[src/rtl/par2ser_pkg.sv]
// Shared types for the parallel-to-serial converter.
package par2ser_pkg;

  typedef enum logic {
    ST_IDLE  = 1'b0,
    ST_SHIFT = 1'b1
  } state_e;

  localparam bit CNT_UP = 1'b1;

  function automatic int cnt_w(input int n);
    return (n > 1) ? $clog2(n) : 1;
  endfunction

endpackage

[src/rtl/par2ser_if.sv]
// Word-in / bit-out handshake bundle for par2ser.
interface par2ser_if #(
  parameter int WIDTH = 8
);
  logic [WIDTH-1:0] din;
  logic             din_vld;
  logic             din_rdy;
  logic             dout;
  logic             dout_vld;
  logic             dout_rdy;

  modport master (
    output din, din_vld, din_rdy,
    input  dout, dout_vld, dout_rdy
  );

  modport slave (
    input  din, din_vld, din_rdy,
    output dout, dout_vld, dout_rdy
  );
endinterface

[src/rtl/par2ser_counter.sv]
// Wrapping bit-index counter; cnt_last_o flags the terminal index.
module par2ser_counter
  import par2ser_pkg::*;
#(
  parameter int CNT_NUM = 8,
  parameter bit UP      = CNT_UP
) (
  input  logic clk,
  input  logic rst_n,
  input  logic en_cnt_i,
  output logic cnt_last_o
);

  localparam int CW = cnt_w(CNT_NUM);
  localparam logic [CW-1:0] FIRST = UP ? '0 : CW'(CNT_NUM - 1);
  localparam logic [CW-1:0] LAST  = UP ? CW'(CNT_NUM - 1) : '0;

  logic [CW-1:0] cnt_q, cnt_d;

  always_comb begin
    cnt_d = cnt_q;
    if (en_cnt_i) begin
      if (cnt_q == LAST) begin
        cnt_d = FIRST;
      end else if (UP) begin
        cnt_d = cnt_q + 1'b1;
      end else begin
        cnt_d = cnt_q - 1'b1;
      end
    end
  end

  always_ff @(posedge clk or negedge rst_n) begin
    if (!rst_n) begin
      cnt_q <= FIRST;
    end else begin
      cnt_q <= cnt_d;
    end
  end

  assign cnt_last_o = (cnt_q == LAST);

endmodule

[src/rtl/par2ser.sv]
// Parallel-to-serial converter with a one-word holding buffer for gapless streaming.
module par2ser
  import par2ser_pkg::*;
#(
  parameter int WIDTH     = 8,
  parameter bit LSB_FIRST = 1'b1
) (
  input logic      clk,
  input logic      rst_n,
  par2ser_if.slave bus
);

  state_e           state_q, state_d;
  logic [WIDTH-1:0] sr_q, sr_d;
  logic [WIDTH-1:0] hold_q, hold_d;
  logic             hold_full_q, hold_full_d;
  logic             cnt_last;
  logic             bit_xfer;
  logic             word_acc;

  assign bus.dout_vld = (state_q == ST_SHIFT);
  assign bus.dout_rdy = ~hold_full_q;
  assign bus.dout     = LSB_FIRST ? sr_q[0] : sr_q[WIDTH-1];

  assign bit_xfer = bus.dout_vld & bus.din_rdy;
  assign word_acc = bus.din_vld & bus.dout_rdy;

  par2ser_counter #(
    .CNT_NUM (WIDTH),
    .UP      (CNT_UP)
  ) u_counter (
    .clk        (clk),
    .rst_n      (rst_n),
    .en_cnt_i   (bit_xfer),
    .cnt_last_o (cnt_last)
  );

  always_comb begin
    state_d     = state_q;
    sr_d        = sr_q;
    hold_d      = hold_q;
    hold_full_d = hold_full_q;
    unique case (state_q)
      ST_IDLE: begin
        if (word_acc) begin
          sr_d    = bus.din;
          state_d = ST_SHIFT;
        end
      end
      ST_SHIFT: begin
        if (bit_xfer && cnt_last) begin
          // Held word wins over a same-cycle accept; dout_rdy is low then anyway.
          if (hold_full_q) begin
            sr_d        = hold_q;
            hold_full_d = 1'b0;
          end else if (word_acc) begin
            sr_d = bus.din;
          end else begin
            state_d = ST_IDLE;
          end
        end else begin
          if (bit_xfer) begin
            sr_d = LSB_FIRST ? {1'b0, sr_q[WIDTH-1:1]} : {sr_q[WIDTH-2:0], 1'b0};
          end
          if (word_acc) begin
            hold_d      = bus.din;
            hold_full_d = 1'b1;
          end
        end
      end
      default: state_d = ST_IDLE;
    endcase
  end

  always_ff @(posedge clk or negedge rst_n) begin
    if (!rst_n) begin
      state_q     <= ST_IDLE;
      sr_q        <= '0;
      hold_q      <= '0;
      hold_full_q <= 1'b0;
    end else begin
      state_q     <= state_d;
      sr_q        <= sr_d;
      hold_q      <= hold_d;
      hold_full_q <= hold_full_d;
    end
  end

endmodule
[src/flat_wrapper.sv]
// flat-port wrapper written by rule: the top's interface ports become plain ports
module par2ser_flat import par2ser_pkg::*;
#(
  parameter int WIDTH     = 8,
  parameter bit LSB_FIRST = 1'b1
)
  (clk, rst_n, bus_din, bus_din_vld, bus_din_rdy, bus_dout, bus_dout_vld, bus_dout_rdy);
  par2ser_if #(.WIDTH(WIDTH)) bus_i ();
  input logic clk;
  input logic rst_n;
  input wire logic [$bits(bus_i.din)-1:0] bus_din;
  input wire logic [$bits(bus_i.din_vld)-1:0] bus_din_vld;
  input wire logic [$bits(bus_i.din_rdy)-1:0] bus_din_rdy;
  output wire logic [$bits(bus_i.dout)-1:0] bus_dout;
  output wire logic [$bits(bus_i.dout_vld)-1:0] bus_dout_vld;
  output wire logic [$bits(bus_i.dout_rdy)-1:0] bus_dout_rdy;
  assign bus_i.din = bus_din;
  assign bus_i.din_vld = bus_din_vld;
  assign bus_i.din_rdy = bus_din_rdy;
  assign bus_dout = bus_i.dout;
  assign bus_dout_vld = bus_i.dout_vld;
  assign bus_dout_rdy = bus_i.dout_rdy;
  par2ser #(.WIDTH(WIDTH), .LSB_FIRST(LSB_FIRST)) u_core (.clk(clk), .rst_n(rst_n), .bus(bus_i));
endmodule
[config.mk]
export PLATFORM = sky130hd
export DESIGN_NAME = par2ser_flat
export DESIGN_NICKNAME = d
export VERILOG_FILES = /design/src/rtl/par2ser_pkg.sv /design/src/rtl/par2ser_if.sv /design/src/rtl/par2ser_counter.sv /design/src/rtl/par2ser.sv /design/src/flat_wrapper.sv
export SDC_FILE = /design/constraint.sdc
export NUM_CORES = 1
export LEC_CHECK = 0
export CAP_MARGIN = 40
export CORE_MARGIN = 2
export CORE_UTILIZATION = 40
export DETAILED_ROUTE_END_ITERATION = 8
export PLACE_DENSITY = 0.63
export SYNTH_ARGS = -nofsm -noshare
export SYNTH_HDL_FRONTEND = slang
export SYNTH_SLANG_ARGS = --single-unit
[constraint.sdc]
create_clock -name clk -period 2 [get_ports clk]
set_input_delay 0.2 -clock clk [delete_from_list [all_inputs] [get_ports clk]]
set_output_delay 0.2 -clock clk [all_outputs]
set_load 0.005 [all_outputs]
==> results.json, run 1 <==
{
  "synth_cell_types": 30,
  "p_leak_nw": 0.559,
  "fin_setup_tns_ps": 0,
  "netlist_instances": 109,
  "cts_tree": "yes",
  "cts_made_buffers": 3,
  "fin_crit_sh_pct": 92.6,
  "slew_violations": 0,
  "synth_area_um2": 1120,
  "drt-total-wl_um": 2280,
  "clockBufferDepth": 2,
  "clk_pin_slew_ps": 130,
  "yosysWarnings": 0,
  "synth_seq_cells": 21,
  "busiest_layer": "met2",
  "die-area_um2": 3250,
  "max_cap_violations": 0,
  "worst_pin_slew_ps": 536,
  "ioPinCount": 15,
  "yosysSeqAreaShare_pct": 46.8,
  "cts-root-buf": "clkbuf_4",
  "grt_pass1_wl_um": 3930,
  "clk_latency_ps": 310,
  "cts_hold_buffers": 0,
  "endpoint_kind": "flop",
  "grtUsageMet2_pct": 24.3,
  "hold_violations": 0,
  "fin_skew_ps": 11.8,
  "post_synth.cell_area_avg_um2": 10.3,
  "coreArea_um2": 2710,
  "ys.flop_type": "dfrtp_1",
  "finalCriticalPeriod_ps": 1850,
  "syn_to_final_growth_pct": 21.0,
  "met1_usage_pct": 21.9,
  "dp_hpwl_um": 1610,
  "cts_sinks": 21,
  "grt_max_degree": 22,
  "rsz0062_at_grt": "false",
  "wire_per_inst_um": 14.4,
  "dp.cells": 154,
  "final_common_cell": "dfrtp_1",
  "cp.arrival_ps": 2050,
  "async_flop_share_pct": 100,
  "start_util_pct": 41.4,
  "layout.cells.most_common_list": "21 x dfrtp_1, 16 x nand2_1, 14 x clkdlybuf4s50_1, 10 x mux2_2",
  "grt_usage_pct": 15.5,
  "synth_edf_count": 0,
  "antenna_cells": 0,
  "antenna_found_initial": 0,
  "finalSetupViolations": 0,
  "max_freq_ghz": 0.540,
  "start_kind": "flop",
  "criticalPathCategory": "flop to flop",
  "cts-htree-levels": 1,
  "drcViolationCount": 0,
  "powerDensity_nw_per_um2": 1140,
  "die_h_um": 57.0,
  "grt_overflow": 0,
  "max_slew_margin_pct": 64.1,
  "vias_per_cell": 5.63,
  "final_cells": 158,
  "ant_nets": 0,
  "fin_nets": 142,
  "io_buffers": 14,
  "place_congestion": 0.757,
  "cts_resized": 0,
  "cp_max_fo": 8,
  "first_pass_iters": 4,
  "drtIter0Drc": 37,
  "grt_pass1_vias": 861,
  "min_path_type": "input port to async pin",
  "synthesis.nets": 123,
  "drive_gt1_share_pct": 19.7,
  "rows": 19,
  "grtUsageMet3_pct": 2.27,
  "required_ps": 2190,
  "die-width_um": 57.0,
  "status": "finished clean",
  "irDropWorstVdd_mv": 0.699,
  "cts_setup_buffers": 0,
  "num_vias": 889
}
[report_power, final]
part	leakage [nW]	switching [W]	internal (W)	total, W
combinational	0.285	0.000255	0.000343	0.000598
clock	0.0177	0.000133	0.0000745	0.000207
sequential	0.257	0.000135	0.000608	0.000743
total	0.559	0.000523	0.00103	0.00155
[path summary, 6_finish.rpt]
| check | start | endpoint | slack (ps) | depth (start not counted) |
|---|---|---|---|---|
| min in group clk | bus_din[7] | u_core.sr_q[7]$_DFFE_PN0P_ | 500 | 3 |
| worst max-delay path | u_core.u_counter.cnt_q[0]$_DFFE_PN0P_ | u_core.hold_q[6]$_DFFE_PN0P_ | 150 | 4 |
| max in group asynchronous | rst_n | u_core.sr_q[6]$_DFFE_PN0P_ | 1550 | 2 |
| worst max register to register | u_core.u_counter.cnt_q[0]$_DFFE_PN0P_ | u_core.hold_q[6]$_DFFE_PN0P_ | 150 | 4 |
| worst min-delay path | rst_n | u_core.hold_q[5]$_DFFE_PN0P_ | 230 | 2 |
| worst min register to register | u_core.hold_q[5]$_DFFE_PN0P_ | u_core.sr_q[5]$_DFFE_PN0P_ | 520 | 1 |
[per-layer routing]
layer	vias to the layer above	routed length, µm
li1	424	-
met1	431	1080
met2	32	1040
met3	2	152
met4	0	9
met5	-	0
[logic make-up (layout without fill, tap and decap cells)]
| kind of cell | count (synthesis) | count (layout) | share of synthesized area, % |
|---|---|---|---|
| multiplexers | 12 | 12 | 11.8 |
| adder cells (fa/ha/maj) | 2 | 2 | 2.23 |
| AO/OA/AOI/OAI | 29 | 29 | 20.0 |
| buffers and inverters | 14 | 32 | 5.24 |
| flip-flops | 21 | 21 | 46.8 |
| AND/OR/NAND/NOR | 31 | 31 | 13.9 |
[synthesized netlist by cell type (all sizes together) (2+ instances only)]
cell | count | share of area, %
a21oi | 7 | 3.1
a221o | 6 | 5.4
buf | 2 | 1.1
clkbuf | 4 | 1.4
dfrtp | 21 | 47
ha | 2 | 2.2
inv | 8 | 2.7
mux2 | 10 | 10
mux2i | 2 | 1.8
nand2 | 17 | 5.9
nand2b | 3 | 1.7
nand3b | 6 | 4.0
o211ai | 2 | 1.3
o21ai | 8 | 3.6
[final cells by class]
type | instances | area, µm²
Clock buffer | 3 | 22.5
Clock inverter | 1 | 5.00
Fill cell | 259 | 1350
Inverter | 8 | 30.0
Multi-Input combinational cell | 74 | 538
Sequential cell | 21 | 526
Tap cell | 31 | 38.8
Timing Repair Buffer | 20 | 198
[state kept, by name, summed over array words and instances (netlist names)]
register and flops:
u_core.bus.dout_vld 1, u_core.hold_full_q 1, u_core.hold_q 8, u_core.sr_q 8
u_core.u_counter.cnt_q 3
[critical path, stage by stage (launching register included)]
cell and delay, ps:
dfrtp_1 410, ha_1 200, ha_1 240, a211oi_4 500
mux2_2 390
[stage by stage]
stage | worst slack (ps) | util (%) | hold slack, ps | area (µm²) | total power (W)
after floorplan | 290 | - | -95.6 | 1120 | 0.00115
after global placement | 79.2 | 49.1 | 489 | 1330 | 0.00133
after detailed placement | 61.3 | 49.1 | 495 | 1330 | 0.00136
after CTS | 106 | 50.1 | 235 | 1360 | 0.00156
after global routing | 57.6 | 50.1 | 244 | 1360 | 0.00167
final | 149 | 50.1 | 228 | 1360 | 0.00155
No activity file was read; power rests on OpenSTA's default activity.
==> inputs of run 2 (changes only) <==
--- a/config.mk
+++ b/config.mk
@@ -10,6 +10,7 @@
 export CORE_UTILIZATION = 40
 export DETAILED_ROUTE_END_ITERATION = 8
 export PLACE_DENSITY = 0.63
+export RECOVER_POWER = 25
 export SYNTH_ARGS = -nofsm -noshare
 export SYNTH_HDL_FRONTEND = slang
 export SYNTH_SLANG_ARGS = --single-unit
==> run 2 against run 1 <==
Compared with the run above:
- clock power about the same
- largest power group unchanged
- via count up 0.11%
- count of clock-buffer cells in the layout unchanged
- worst hold slack better by 270 ps
- critical endpoint unchanged
- register-to-register slack about the same
==> results.json, run 2 (same netlist as run 1, synthesis figures left out) <==
{
  "status": "finished clean",
  "dp_hpwl_um": 1610,
  "powerDensity_nw_per_um2": 1140,
  "max_slew_margin_pct": 21.7,
  "r2r_cells": 4,
  "endpoint_kind": "flop",
  "grtUsageMet2_pct": 24.3,
  "fin_setup_tns_ps": 0,
  "utilization_pct": 50.0,
  "r2r-end": "u_core.hold_q[6]$_DFFE_PN0P_",
  "cts_made_buffers": 3,
  "fin_crit_sh_pct": 92.6,
  "io_buffers": 14,
  "ioPinCount": 15,
  "antenna_found_initial": 0,
  "met1_usage_pct": 21.9,
  "first_pass_iters": 4,
  "irDropWorstVdd_mv": 0.699,
  "grt_overflow": 0,
  "die-width_um": 57.0,
  "cts_hold_buffers": 0,
  "p_leak_nw": 0.556,
  "final_common_cell": "dfrtp_1",
  "start_util_pct": 41.4,
  "required_ps": 2190,
  "hold_ws_ps": 502,
  "cp.arrival_ps": 2040,
  "drive_gt1_share_pct": 18.9,
  "fin_nets": 142,
  "cp_max_fo": 8,
  "die-area_um2": 3250,
  "max_freq_ghz": 0.540,
  "grt_pass1_vias": 861,
  "clk_latency_ps": 310,
  "crit_start": "u_core.u_counter.cnt_q[0]$_DFFE_PN0P_",
  "slew_violations": 0,
  "clk_pin_slew_ps": 110,
  "max_cap_violations": 0,
  "rrSetupSlack_ps": 150,
  "grt_pass1_wl_um": 3930,
  "grtUsageMet3_pct": 2.27,
  "clockBufferDepth": 2,
  "cts_sinks": 21,
  "syn_to_final_growth_pct": 20.6,
  "cts_resized": 0,
  "ant_nets": 0,
  "vias_per_cell": 5.63,
  "hold_violations": 0,
  "crit_end": "u_core.hold_q[6]$_DFFE_PN0P_",
  "top_regs": "u_core.hold_q x8, u_core.sr_q x8, u_core.u_counter.cnt_q x3",
  "drtIter0Drc": 37,
  "die_h_um": 57.0,
  "antenna_cells": 0,
  "rsz0062_at_grt": "false",
  "finalCriticalPeriod_ps": 1850,
  "cts_setup_buffers": 0,
  "fin_skew_ps": 12.2,
  "place_congestion": 0.757,
  "cts-htree-levels": 1,
  "wire_per_inst_um": 14.5,
  "criticalPathCategory": "flop to flop",
  "finalSetupViolations": 0,
  "num_vias": 890,
  "cts_tree": "yes",
  "drt-total-wl_um": 2280,
  "drcViolationCount": 0,
  "coreArea_um2": 2710,
  "grt_max_degree": 22,
  "hp-start": "bus_din[7]",
  "worst_pin_slew_ps": 1170,
  "busiest_layer": "met2",
  "layout.cells.most_common_list": "21 x dfrtp_1, 16 x nand2_1, 13 x clkdlybuf4s50_1, 10 x mux2_2",
  "min_path_type": "input port to flop",
  "reg2reg_from": "u_core.u_counter.cnt_q[0]$_DFFE_PN0P_",
  "grt_usage_pct": 15.5,
  "start_kind": "flop",
  "cts-root-buf": "clkbuf_4",
  "rows": 19
}
run 2: cell count changes in the layout (fill, tap and decap cells not counted), sizes merged:
cell | before | now
buf | 6 | 5
clkbuf | 3 | 4
clkdlybuf4s50 | 14 | 13
dlygate4sd3 | 0 | 1
run 2: final cells by class:
type | instances | area, µm²
multi-input cells | 74 | 538
well taps | 31 | 38.8
repair buffers | 20 | 194
clock inverters | 1 | 5.00
fillers | 261 | 1360
flip-flops and latches | 21 | 526
clock buffers | 3 | 22.5
inverters | 8 | 30.0
run 2: layer usage:
| layer | vias to the layer above | share of wire [%] |
|---|---|---|
| met4 | 0 | 0.39 |
| met2 | 32 | 45 |
| li1 | 424 | - |
| met5 | - | 0 |
| met1 | 432 | 48 |
| met3 | 2 | 6.7 |
run 2: stage by stage:
step | setup WS (ps) | power (W) | std cells | area [µm²]
floorplan | 290 | 0.00115 | 109 | 1120
global placement | 79.2 | 0.00133 | 154 | 1330
detailed placement | 61.3 | 0.00136 | 154 | 1330
CTS | 106 | 0.00156 | 158 | 1360
global route | 57.6 | 0.00167 | 158 | 1350
finish | 149 | 0.00155 | 158 | 1350
run 2: where the power goes:
| group | internal [W] | switching (W) |
|---|---|---|
| Combinational | 0.000342 | 0.000255 |
| Sequential | 0.000608 | 0.000135 |
| Clock | 0.0000745 | 0.000133 |
run 2: how the worst min path moves through the flow:
stage | to | cells after the start
6_report | u_core.sr_q[7]$_DFFE_PN0P_ | 3
5_1_grt | u_core.sr_q[7]$_DFFE_PN0P_ | 3
4_1_cts | u_core.sr_q[3]$_DFFE_PN0P_ | 2
3_5_place_dp | u_core.sr_q[5]$_DFFE_PN0P_ | 1
3_3_place_gp | u_core.sr_q[7]$_DFFE_PN0P_ | 2
2_1_floorplan | u_core.bus.dout_vld$_DFF_PN0_ | 0
run 2: worst max-delay path, stage by stage, from the launching register on:
cell	delay, ps
dfrtp_1	410
ha_1	200
ha_1	240
a211oi_4	500
mux2_2	390
==> inputs of run 3 (changes only) <==
--- a/config.mk
+++ b/config.mk
@@ -9,7 +9,6 @@
 export CORE_MARGIN = 2
 export CORE_UTILIZATION = 40
 export DETAILED_ROUTE_END_ITERATION = 8
-export PLACE_DENSITY = 0.63
 export RECOVER_POWER = 25
 export SYNTH_ARGS = -nofsm -noshare
 export SYNTH_HDL_FRONTEND = slang
==> run 3 against run 2 <==
Compared with the run above:
- final area down 0.37%
- sequential share of layout area up 0.14 points
- critical path type unchanged
- largest cell class unchanged
- combinational power down 3%
- worst setup slack worse by 35 ps
- count of clock-buffer cells in the layout unchanged
- routed wire length up 0.74%
- via count down 3.3%
- critical endpoint unchanged
==> results.json, run 3 (same netlist as run 1, synthesis figures left out) <==
{
  "status": "finished clean",
  "drcViolationCount": 0,
  "ioPinCount": 15,
  "fin_area_um2": 1350,
  "required_ps": 2190,
  "endpoint_kind": "flop",
  "cts_sinks": 21,
  "die-area_um2": 3250,
  "max_freq_ghz": 0.530,
  "finalSetupViolations": 0,
  "hold_ws_ps": 492,
  "first_pass_iters": 4,
  "worst_pin_slew_ps": 1120,
  "final_common_cell": "dfrtp_1",
  "path_common_cell": "ha_1",
  "powerDensity_nw_per_um2": 1130,
  "irDropWorstVdd_mv": 0.653,
  "grt_pass1_wl_um": 4030,
  "start_util_pct": 41.4,
  "cp_max_fo": 8,
  "rrSetupSlack_ps": 110,
  "fin_setup_tns_ps": 0,
  "cp_top_family": "adder cells",
  "worst-path-buf-inv": 0,
  "cts-htree-levels": 1,
  "drt-total-wl_um": 2300,
  "fin_crit_sh_pct": 94.3,
  "coreArea_um2": 2710,
  "cp.arrival_ps": 2080,
  "rsz0062_at_grt": "false",
  "grt_max_degree": 22,
  "hold_end": "u_core.sr_q[7]$_DFFE_PN0P_",
  "rows": 19,
  "seq_area_um2": 526,
  "syn_to_final_growth_pct": 20.2,
  "grt_usage_pct": 16.1,
  "io_buffers": 14,
  "finalCriticalPeriod_ps": 1890,
  "grt_overflow": 0,
  "hold_depth": 3,
  "worstPathCellList": "ha_1, ha_1, a211oi_4, mux2_2",
  "drive_gt1_share_pct": 19.5,
  "reg2reg_from": "u_core.u_counter.cnt_q[0]$_DFFE_PN0P_",
  "cts_resized": 0,
  "ant_nets": 0,
  "layout.cells.most_common_list": "21 x dfrtp_1, 16 x nand2_1, 13 x clkdlybuf4s50_1, 10 x mux2_2",
  "criticalPathCategory": "flop to flop",
  "cp.depth": 4,
  "start_kind": "flop",
  "cp_slowest_cell": "a211oi_4",
  "hp-start": "bus_din[7]",
  "num_vias": 861,
  "top_regs": "u_core.hold_q x8, u_core.sr_q x8, u_core.u_counter.cnt_q x3",
  "fillers": 254,
  "p_leak_nw": 0.558,
  "r2r-end": "u_core.hold_q[6]$_DFFE_PN0P_",
  "drtIter0Drc": 34,
  "clk_latency_ps": 300,
  "cts_setup_buffers": 0,
  "place_area_um2": 1330,
  "cts_tree": "yes",
  "clockBufferDepth": 2,
  "fin_nets": 143,
  "antenna_cells": 0,
  "slew_violations": 0,
  "cts-root-buf": "clkbuf_4",
  "die-width_um": 57.0,
  "clk_pin_slew_ps": 110,
  "cts_hold_buffers": 0,
  "place_congestion": 0.762,
  "dp_hpwl_um": 1680,
  "hold_violations": 0,
  "max_slew_margin_pct": 25.1,
  "fin_skew_ps": 12.7,
  "wire_per_inst_um": 14.5,
  "vias_per_cell": 5.42,
  "die_h_um": 57.0,
  "r2r_cells": 4,
  "cts_made_buffers": 3,
  "min_path_type": "input port to flop",
  "antenna_found_initial": 0,
  "multi_input_area_um2": 538,
  "cpPeakStageDelay_ps": 490,
  "grt_pass1_vias": 851,
  "max_cap_violations": 0
}
==> run 3: cell count changes in the layout (fill, tap and decap cells not counted), sizes merged <==
| cell | before | now |
|---|---|---|
| buf | 5 | 6 |
==> run 3: worst max-delay path by stage <==
stage / startpoint / end
3_3_place_gp: bus_din_rdy / u_core.hold_q[1]$_DFFE_PN0P_
6_report: u_core.u_counter.cnt_q[0]$_DFFE_PN0P_ / u_core.hold_q[6]$_DFFE_PN0P_
5_1_grt: u_core.u_counter.cnt_q[0]$_DFFE_PN0P_ / u_core.hold_q[5]$_DFFE_PN0P_
3_5_place_dp: bus_din_vld / u_core.hold_q[4]$_DFFE_PN0P_
2_1_floorplan: u_core.u_counter.cnt_q[0]$_DFFE_PN0P_ / u_core.hold_q[0]$_DFFE_PN0P_
4_1_cts: u_core.u_counter.cnt_q[0]$_DFFE_PN0P_ / u_core.hold_q[7]$_DFFE_PN0P_
==> run 3: worst reg2reg max path, delay by kind of cell, from the launching register on <==
kind            cells  cell delay [ps]
compound gates      1              490
mux                 1              390
flops               1              420
fa+ha+maj           2              490
==> run 3: report_power, final <==
part / internal, W / switching [W] / leakage, nW
combinational: 0.000330 / 0.000250 / 0.284
clock: 0.0000745 / 0.000128 / 0.0177
sequential: 0.000608 / 0.000138 / 0.257
total: 0.00101 / 0.000517 / 0.558
==> run 3: metrics by stage <==
| stage | utilization (%) | setup slack [ps] | instances | total power (W) |
|---|---|---|---|---|
| floorplan | - | 290 | 109 | 0.00115 |
| global route | 49.8 | 25.4 | 159 | 0.00166 |
| global placement | 48.9 | 145 | 155 | 0.00132 |
| CTS | 49.9 | 104 | 159 | 0.00155 |
| finish | 49.8 | 114 | 159 | 0.00153 |
| detailed placement | 48.9 | 105 | 155 | 0.00134 |
==> run 3: per-layer routing <==
metal,routed length [µm],part of all wire [%],track usage (%),vias up
met5,0,0,0,-
met4,16,0.70,5.98,0
met3,98,4.3,2.72,2
met2,1070,46,25.3,14
met1,1120,49,22.6,422
li1,-,-,-,423
==> run 3: final cells by class <==
class                      instances  area share [%]
inverter                           8            2.23
sequential                        21            39.0
multi-input combinational         74            39.9
timing repair buffer              21            14.0
clock buffer                       3            1.67
tap                               31            2.88
clock inverter                     1           0.371
